===== config.mk =====
export PLATFORM = sky130hd
export DESIGN_NAME = pattern_select_ctrl_flat
export DESIGN_NICKNAME = d
export VERILOG_FILES = /design/src/rtl/pattern_select_ctrl_if.sv /design/src/rtl/pattern_select_ctrl.sv /design/src/flat_wrapper.sv
export SDC_FILE = /design/constraint.sdc
export NUM_CORES = 1
export LEC_CHECK = 0
export CAP_MARGIN = 20
export CORE_UTILIZATION = 45
export DETAILED_ROUTE_END_ITERATION = 12
export DONT_BUFFER_PORTS = 1
export GPL_ROUTABILITY_DRIVEN = 1
export PLACE_DENSITY = 0.64
export SETUP_SLACK_MARGIN = 0.3
export SLEW_MARGIN = 20
export SYNTH_ARGS = -nofsm -noshare
export SYNTH_HDL_FRONTEND = slang
export SYNTH_SLANG_ARGS = --single-unit
export TNS_END_PERCENT = 1

===== constraint.sdc =====
create_clock -name clk -period 3.1 [get_ports clk]
set_input_delay 0.155 -clock clk [delete_from_list [all_inputs] [get_ports clk]]
set_output_delay 0.155 -clock clk [all_outputs]
set_load 0.005 [all_outputs]

===== src/rtl/pattern_select_ctrl_if.sv =====
// Button inputs and selection outputs of the pattern select controller.
// master = button/stimulus side, slave = the controller itself.
interface pattern_select_ctrl_if;
    logic btn_next;
    logic btn_prev;
    logic in1;
    logic in0;
    logic clear_pulse;
    logic db_next;
    logic db_prev;

    modport master (
        output btn_next, btn_prev,
        input  in1, in0, clear_pulse, db_next, db_prev
    );

    modport slave (
        input  btn_next, btn_prev,
        output in1, in0, clear_pulse, db_next, db_prev
    );
endinterface


===== src/rtl/pattern_select_ctrl.sv =====
// Debounced next/prev push-buttons step a wrapping 2-bit pattern selection, with a clear pulse per change.
// Define AUTO_CYCLE_EN to add a free-running auto-advance of the selection every AUTO_PERIOD cycles.
module pattern_select_ctrl #(
    parameter int unsigned DB_CYCLES   = 1_000_000,
    parameter logic [1:0]  SEL_RESET   = 2'd0,
    parameter int unsigned AUTO_PERIOD = 100_000_000
) (
    input  logic                 clk,
    input  logic                 reset_n,
    pattern_select_ctrl_if.slave bus
);

    localparam int unsigned NUM_BTN  = 2;
    localparam int unsigned BTN_NEXT = 0;
    localparam int unsigned BTN_PREV = 1;
    localparam int unsigned DB_CNT_W = (DB_CYCLES > 1) ? $clog2(DB_CYCLES) : 1;
    localparam logic [DB_CNT_W-1:0] DB_LAST = DB_CNT_W'(DB_CYCLES - 1);

    // Counter widths assume at least two cycles for both the debounce and auto periods.
    if (DB_CYCLES < 2 || AUTO_PERIOD < 2) begin : g_bad_param
        $error("pattern_select_ctrl: DB_CYCLES and AUTO_PERIOD must be at least 2");
    end

    logic [NUM_BTN-1:0]  w_raw;
    logic [NUM_BTN-1:0]  r_sync1;
    logic [NUM_BTN-1:0]  r_sync2;
    logic [NUM_BTN-1:0]  r_db;
    logic [NUM_BTN-1:0]  r_db_d;
    logic [NUM_BTN-1:0]  r_press;
    logic [DB_CNT_W-1:0] r_cnt [NUM_BTN];

    logic       w_step_up;
    logic       w_step_dn;
    logic       w_btn_evt;
    logic       w_auto_tick;
    logic [1:0] w_sel_nxt;
    logic       w_sel_chg;
    logic [1:0] r_sel;
    logic       r_clear;

    assign w_raw = {bus.btn_prev, bus.btn_next};

    // Two-flop synchroniser for the asynchronous buttons.
    always_ff @(posedge clk or negedge reset_n) begin
        if (!reset_n) begin
            r_sync1 <= '0;
            r_sync2 <= '0;
        end else begin
            r_sync1 <= w_raw;
            r_sync2 <= r_sync1;
        end
    end

    // Debounce: accept a new level only after DB_CYCLES consecutive disagreeing samples.
    always_ff @(posedge clk or negedge reset_n) begin
        if (!reset_n) begin
            r_db <= '0;
            for (int b = 0; b < NUM_BTN; b++) begin
                r_cnt[b] <= '0;
            end
        end else begin
            for (int b = 0; b < NUM_BTN; b++) begin
                if (r_sync2[b] == r_db[b]) begin
                    r_cnt[b] <= '0;
                end else if (r_cnt[b] == DB_LAST) begin
                    r_db[b]  <= r_sync2[b];
                    r_cnt[b] <= '0;
                end else begin
                    r_cnt[b] <= r_cnt[b] + DB_CNT_W'(1);
                end
            end
        end
    end

    // Registered press events: rising edges of the debounced levels only.
    always_ff @(posedge clk or negedge reset_n) begin
        if (!reset_n) begin
            r_db_d  <= '0;
            r_press <= '0;
        end else begin
            r_db_d  <= r_db;
            r_press <= r_db & ~r_db_d;
        end
    end

    // Simultaneous next and prev events cancel each other.
    assign w_step_up = r_press[BTN_NEXT] & ~r_press[BTN_PREV];
    assign w_step_dn = r_press[BTN_PREV] & ~r_press[BTN_NEXT];
    assign w_btn_evt = w_step_up | w_step_dn;

`ifdef AUTO_CYCLE_EN
    localparam int unsigned AUTO_CNT_W = (AUTO_PERIOD > 1) ? $clog2(AUTO_PERIOD) : 1;
    localparam logic [AUTO_CNT_W-1:0] AUTO_LAST = AUTO_CNT_W'(AUTO_PERIOD - 1);

    logic [AUTO_CNT_W-1:0] r_auto_cnt;

    assign w_auto_tick = (r_auto_cnt == AUTO_LAST);

    // Auto-advance timer restarts on every accepted button step.
    always_ff @(posedge clk or negedge reset_n) begin
        if (!reset_n) begin
            r_auto_cnt <= '0;
        end else if (w_btn_evt || w_auto_tick) begin
            r_auto_cnt <= '0;
        end else begin
            r_auto_cnt <= r_auto_cnt + AUTO_CNT_W'(1);
        end
    end
`else
    assign w_auto_tick = 1'b0;
`endif

    // Next selection; a button step takes priority over an auto tick.
    always_comb begin
        w_sel_nxt = r_sel;
        w_sel_chg = 1'b0;
        if (w_step_up) begin
            w_sel_nxt = r_sel + 2'd1;
            w_sel_chg = 1'b1;
        end else if (w_step_dn) begin
            w_sel_nxt = r_sel - 2'd1;
            w_sel_chg = 1'b1;
        end else if (w_auto_tick) begin
            w_sel_nxt = r_sel + 2'd1;
            w_sel_chg = 1'b1;
        end
    end

    always_ff @(posedge clk or negedge reset_n) begin
        if (!reset_n) begin
            r_sel   <= SEL_RESET;
            r_clear <= 1'b0;
        end else begin
            r_sel   <= w_sel_nxt;
            r_clear <= w_sel_chg;
        end
    end

    assign bus.in1         = r_sel[1];
    assign bus.in0         = r_sel[0];
    assign bus.clear_pulse = r_clear;
    assign bus.db_next     = r_db[BTN_NEXT];
    assign bus.db_prev     = r_db[BTN_PREV];

endmodule


===== src/flat_wrapper.sv =====
// flat-port wrapper written by rule: the top's interface ports become plain ports
module pattern_select_ctrl_flat 
#(
    parameter int unsigned DB_CYCLES   = 1_000_000,
    parameter logic [1:0]  SEL_RESET   = 2'd0,
    parameter int unsigned AUTO_PERIOD = 100_000_000
)
  (clk, reset_n, bus_btn_next, bus_btn_prev, bus_in1, bus_in0, bus_clear_pulse, bus_db_next, bus_db_prev);
  pattern_select_ctrl_if bus_i ();
  input  logic clk;
  input  logic reset_n;
  input wire logic [$bits(bus_i.btn_next)-1:0] bus_btn_next;
  input wire logic [$bits(bus_i.btn_prev)-1:0] bus_btn_prev;
  output wire logic [$bits(bus_i.in1)-1:0] bus_in1;
  output wire logic [$bits(bus_i.in0)-1:0] bus_in0;
  output wire logic [$bits(bus_i.clear_pulse)-1:0] bus_clear_pulse;
  output wire logic [$bits(bus_i.db_next)-1:0] bus_db_next;
  output wire logic [$bits(bus_i.db_prev)-1:0] bus_db_prev;
  assign bus_i.btn_next = bus_btn_next;
  assign bus_i.btn_prev = bus_btn_prev;
  assign bus_in1 = bus_i.in1;
  assign bus_in0 = bus_i.in0;
  assign bus_clear_pulse = bus_i.clear_pulse;
  assign bus_db_next = bus_i.db_next;
  assign bus_db_prev = bus_i.db_prev;
  pattern_select_ctrl #(.DB_CYCLES(DB_CYCLES), .SEL_RESET(SEL_RESET), .AUTO_PERIOD(AUTO_PERIOD)) u_core (.clk(clk), .reset_n(reset_n), .bus(bus_i));
endmodule

==> qor.csv <==
metric,value,unit
"slowest stage delay, CP",0.60,ns
antenna violations before repair,0,
vias in the first global route,1665,
PD cells,420,nW/um2
ys async rst share,100,%
Critical Path RT,3.30,ns
area taken by multi-input logic gates,1150,um2
Comb pwr share,3.8,%
yosys warns,0,
initial core utilization,48.2,%
clock latency on the worst-skew pair,0.31,ns
Core Region,5270,um2
final setup fails,0,
hold slack,0.355,ns
Setup TNS,0,ns
H-tree lvl count,2,
chip width,77.1,um
Flop pwr share,60.9,%
met1 usage,23.0,%
DR iter-0 viols,119,
Int Pwr,0.880,mW
Slew Limit Fails,0,
ys flop type,dfrtp_1,
via count,1752,
TritonCTS clock tree,yes,
FILL cells,486,
crit end category,flip-flop,
status,"complete, no violations",
final period utilization,57.5,%
RSZ-0062 raised after global routing,false,
FMAX,561,MHz
die area,5950,um2
"Critical Path, Cell by Cell",ha_1 -> nand2_2 -> or4_1 -> o31ai_1 -> a21oi_1,
FP Rows,26,
net load switching power,0.281,mW
Worst slew margin,72.6,%
"commonest cells after routing, fill and taps aside","dfrtp_1, nor2_1, xnor2_1",
"Seq/Total Area, Yosys",52.2,%
Die Y-Extent,77.1,um
detailed placement HPWL,2910,um
Pleak,1.14,nW
area added between synthesis and finish,8.91,%
Worst Path Max Fanout,5,
Final ANT Viol Nets,0,
number of flops mapped to enable cells by yosys,0,
Syn Nets,249,
post-synthesis cell area,2540,um2
WS Path Type,flip-flop to flip-flop,
Gate Count Post-Synth,242,
"Distinct cells, synth",43,
Clock transition at path regs,0.11,ns
Max Cap Viol,0,
Switching Share,24.2,%
WP data arrival,1.98,ns
clock root buffer,clkbuf_8,
drt pass-1 iters,5,
top-level I/O count,9,
"Power, Total",1.16,mW
# DRC,0,
Routed WL,4360,um
NumNets Final,256,
"slowest stage cell, crit path",or4_1,
crit start category,flip-flop,
gr busiest metal,met2,
# port buffers,0,
gr usage total,16.4,%
post-route minimum period,1.78,ns
VDD IR max,181,uV
GP Congestion,0.764,
clk buf depth,2,
skew final,0.0119,ns
largest net degree at the start of global routing,54,
Avg Synthesized Cell Area,10.5,um2
first-pass GRT wire length,7800,um
Antenna Cells,0,
worst min path class,flip-flop to flip-flop,
final count of hold timing violations,0,
GR Util met2,25.2,%
DR WL/cell,13.6,um
M3 GR Usage,3.69,%
Vias/cell,5.48,
Reg area,1330,um2
worst-margin pin slew,0.409,ns
Clock Power Share,35.3,%
GRT Residual Overflow,0,
"most common cell after layout, fill and taps aside",dfrtp_1,
share of cells above drive strength 1,11.6,%
#FFs+latches synth,53,
CTS buffer count,5,
clock sink total,53,
==> what timing repair did <==
action / 4_1_cts / 5_1_grt
gates resized for setup: 0 / 0
buffers inserted: 0 / 0
hold buffers: 4 / 0
endpoints found under the hold margin: 55 / 0
setup endpoints to repair: 0 / 0
==> cells by family (layout without fill, tap and decap cells) <==
group           Yosys count  in the layout  share of synthesized area (%)
mux                       2              2                          0.886
fa+ha+maj                 3              3                           1.48
flops                    53             53                           52.2
xor+xnor                 30             30                           10.3
simple gates            113            113                           26.1
compound gates           24             24                           6.11
buf+inv                  17             25                           2.90
==> power by group through the flow <==
stage	Combinational (mW)	Sequential, mW	Clock, mW
final	0.0445	0.707	0.410
after global routing	0.0523	0.709	0.448
after CTS	0.0460	0.707	0.421
after detailed placement	0.0247	0.721	0
after global placement	0.0246	0.721	0
after floorplan	0.0199	0.719	0
==> Yosys cell counts, drive strengths merged (2+ instances only) <==
cell | n | area, um2
dfrtp | 53 | 1330
nor2 | 34 | 128
xnor2 | 21 | 184
nand2 | 14 | 55.1
nand3 | 13 | 70.1
nand4 | 12 | 111
a21oi | 11 | 58.8
inv | 11 | 41.3
xor2 | 9 | 78.8
nor3 | 8 | 45.0
nor4 | 8 | 65.1
and3 | 6 | 42.5
buf | 6 | 32.5
o31ai | 5 | 42.5
o21ai | 4 | 20.0
ha | 3 | 37.5
nand3b | 3 | 22.5
or4 | 3 | 26.3
a31o | 2 | 17.5
and4 | 2 | 20.0
mux2 | 2 | 22.5
nor2b | 2 | 12.5
or3 | 2 | 12.5
==> through the flow <==
step                std cells  worst slack, ns  area, um2  utilization, %
finish                    320             1.32       2770            52.5
global route              320             1.20       2770            52.5
CTS                       320             1.31       2770            52.5
detailed placement        308             1.31       2620            49.6
global placement          308             1.38       2620            49.6
floorplan                 242             1.46       2540               -
==> registers in the layout (all words and copies together), names as in the netlist <==
name / flops
u_core.r_cnt: 40
u_core.r_db: 2
u_core.r_db_d: 2
u_core.r_press: 2
u_core.r_sel: 2
u_core.r_sync1: 2
u_core.r_sync2: 2
u_core.bus.clear_pulse: 1
==> cell type report <==
| class | instances | area share [%] |
|---|---|---|
| inverter | 11 | 1.49 |
| sequential | 53 | 47.9 |
| timing repair buffer | 6 | 2.62 |
| multi-input combinational | 172 | 41.4 |
| clock buffer | 5 | 2.49 |
| clock inverter | 3 | 0.904 |
| tap | 70 | 3.16 |
==> worst paths after layout <==
| path | start | to | slack (ns) | depth (start not counted) |
|---|---|---|---|---|
| max | u_core.r_cnt[0] | u_core.r_cnt[18] | 1.32 | 5 |
| min | u_core.r_sync1[0] | u_core.r_sync2[0] | 0.36 | 0 |
| max reg2reg | u_core.r_cnt[0] | u_core.r_cnt[18] | 1.32 | 5 |
| min reg2reg | u_core.r_sync1[0] | u_core.r_sync2[0] | 0.36 | 0 |
| max in group asynchronous | reset_n | u_core.r_cnt[4] | 2.49 | 2 |
| min in group asynchronous | reset_n | u_core.r_cnt[32] | 0.39 | 2 |
==> worst max-delay path, delay by kind of cell, from the launching register on <==
| kind | cells | cell delay, ns |
|---|---|---|
| AO/OA/AOI/OAI | 2 | 0.36 |
| adder cells (fa/ha/maj) | 1 | 0.22 |
| flip-flops | 1 | 0.38 |
| AND/OR/NAND/NOR | 2 | 0.71 |
==> metal layers <==
metal	wire length [um]	vias to the layer above	part of all wire [%]
met4	43	0	0.99
met5	0	-	0
met3	123	4	2.8
li1	-	862	-
met2	2000	22	46
met1	2190	864	50
(Power assumes the default switching activity.)
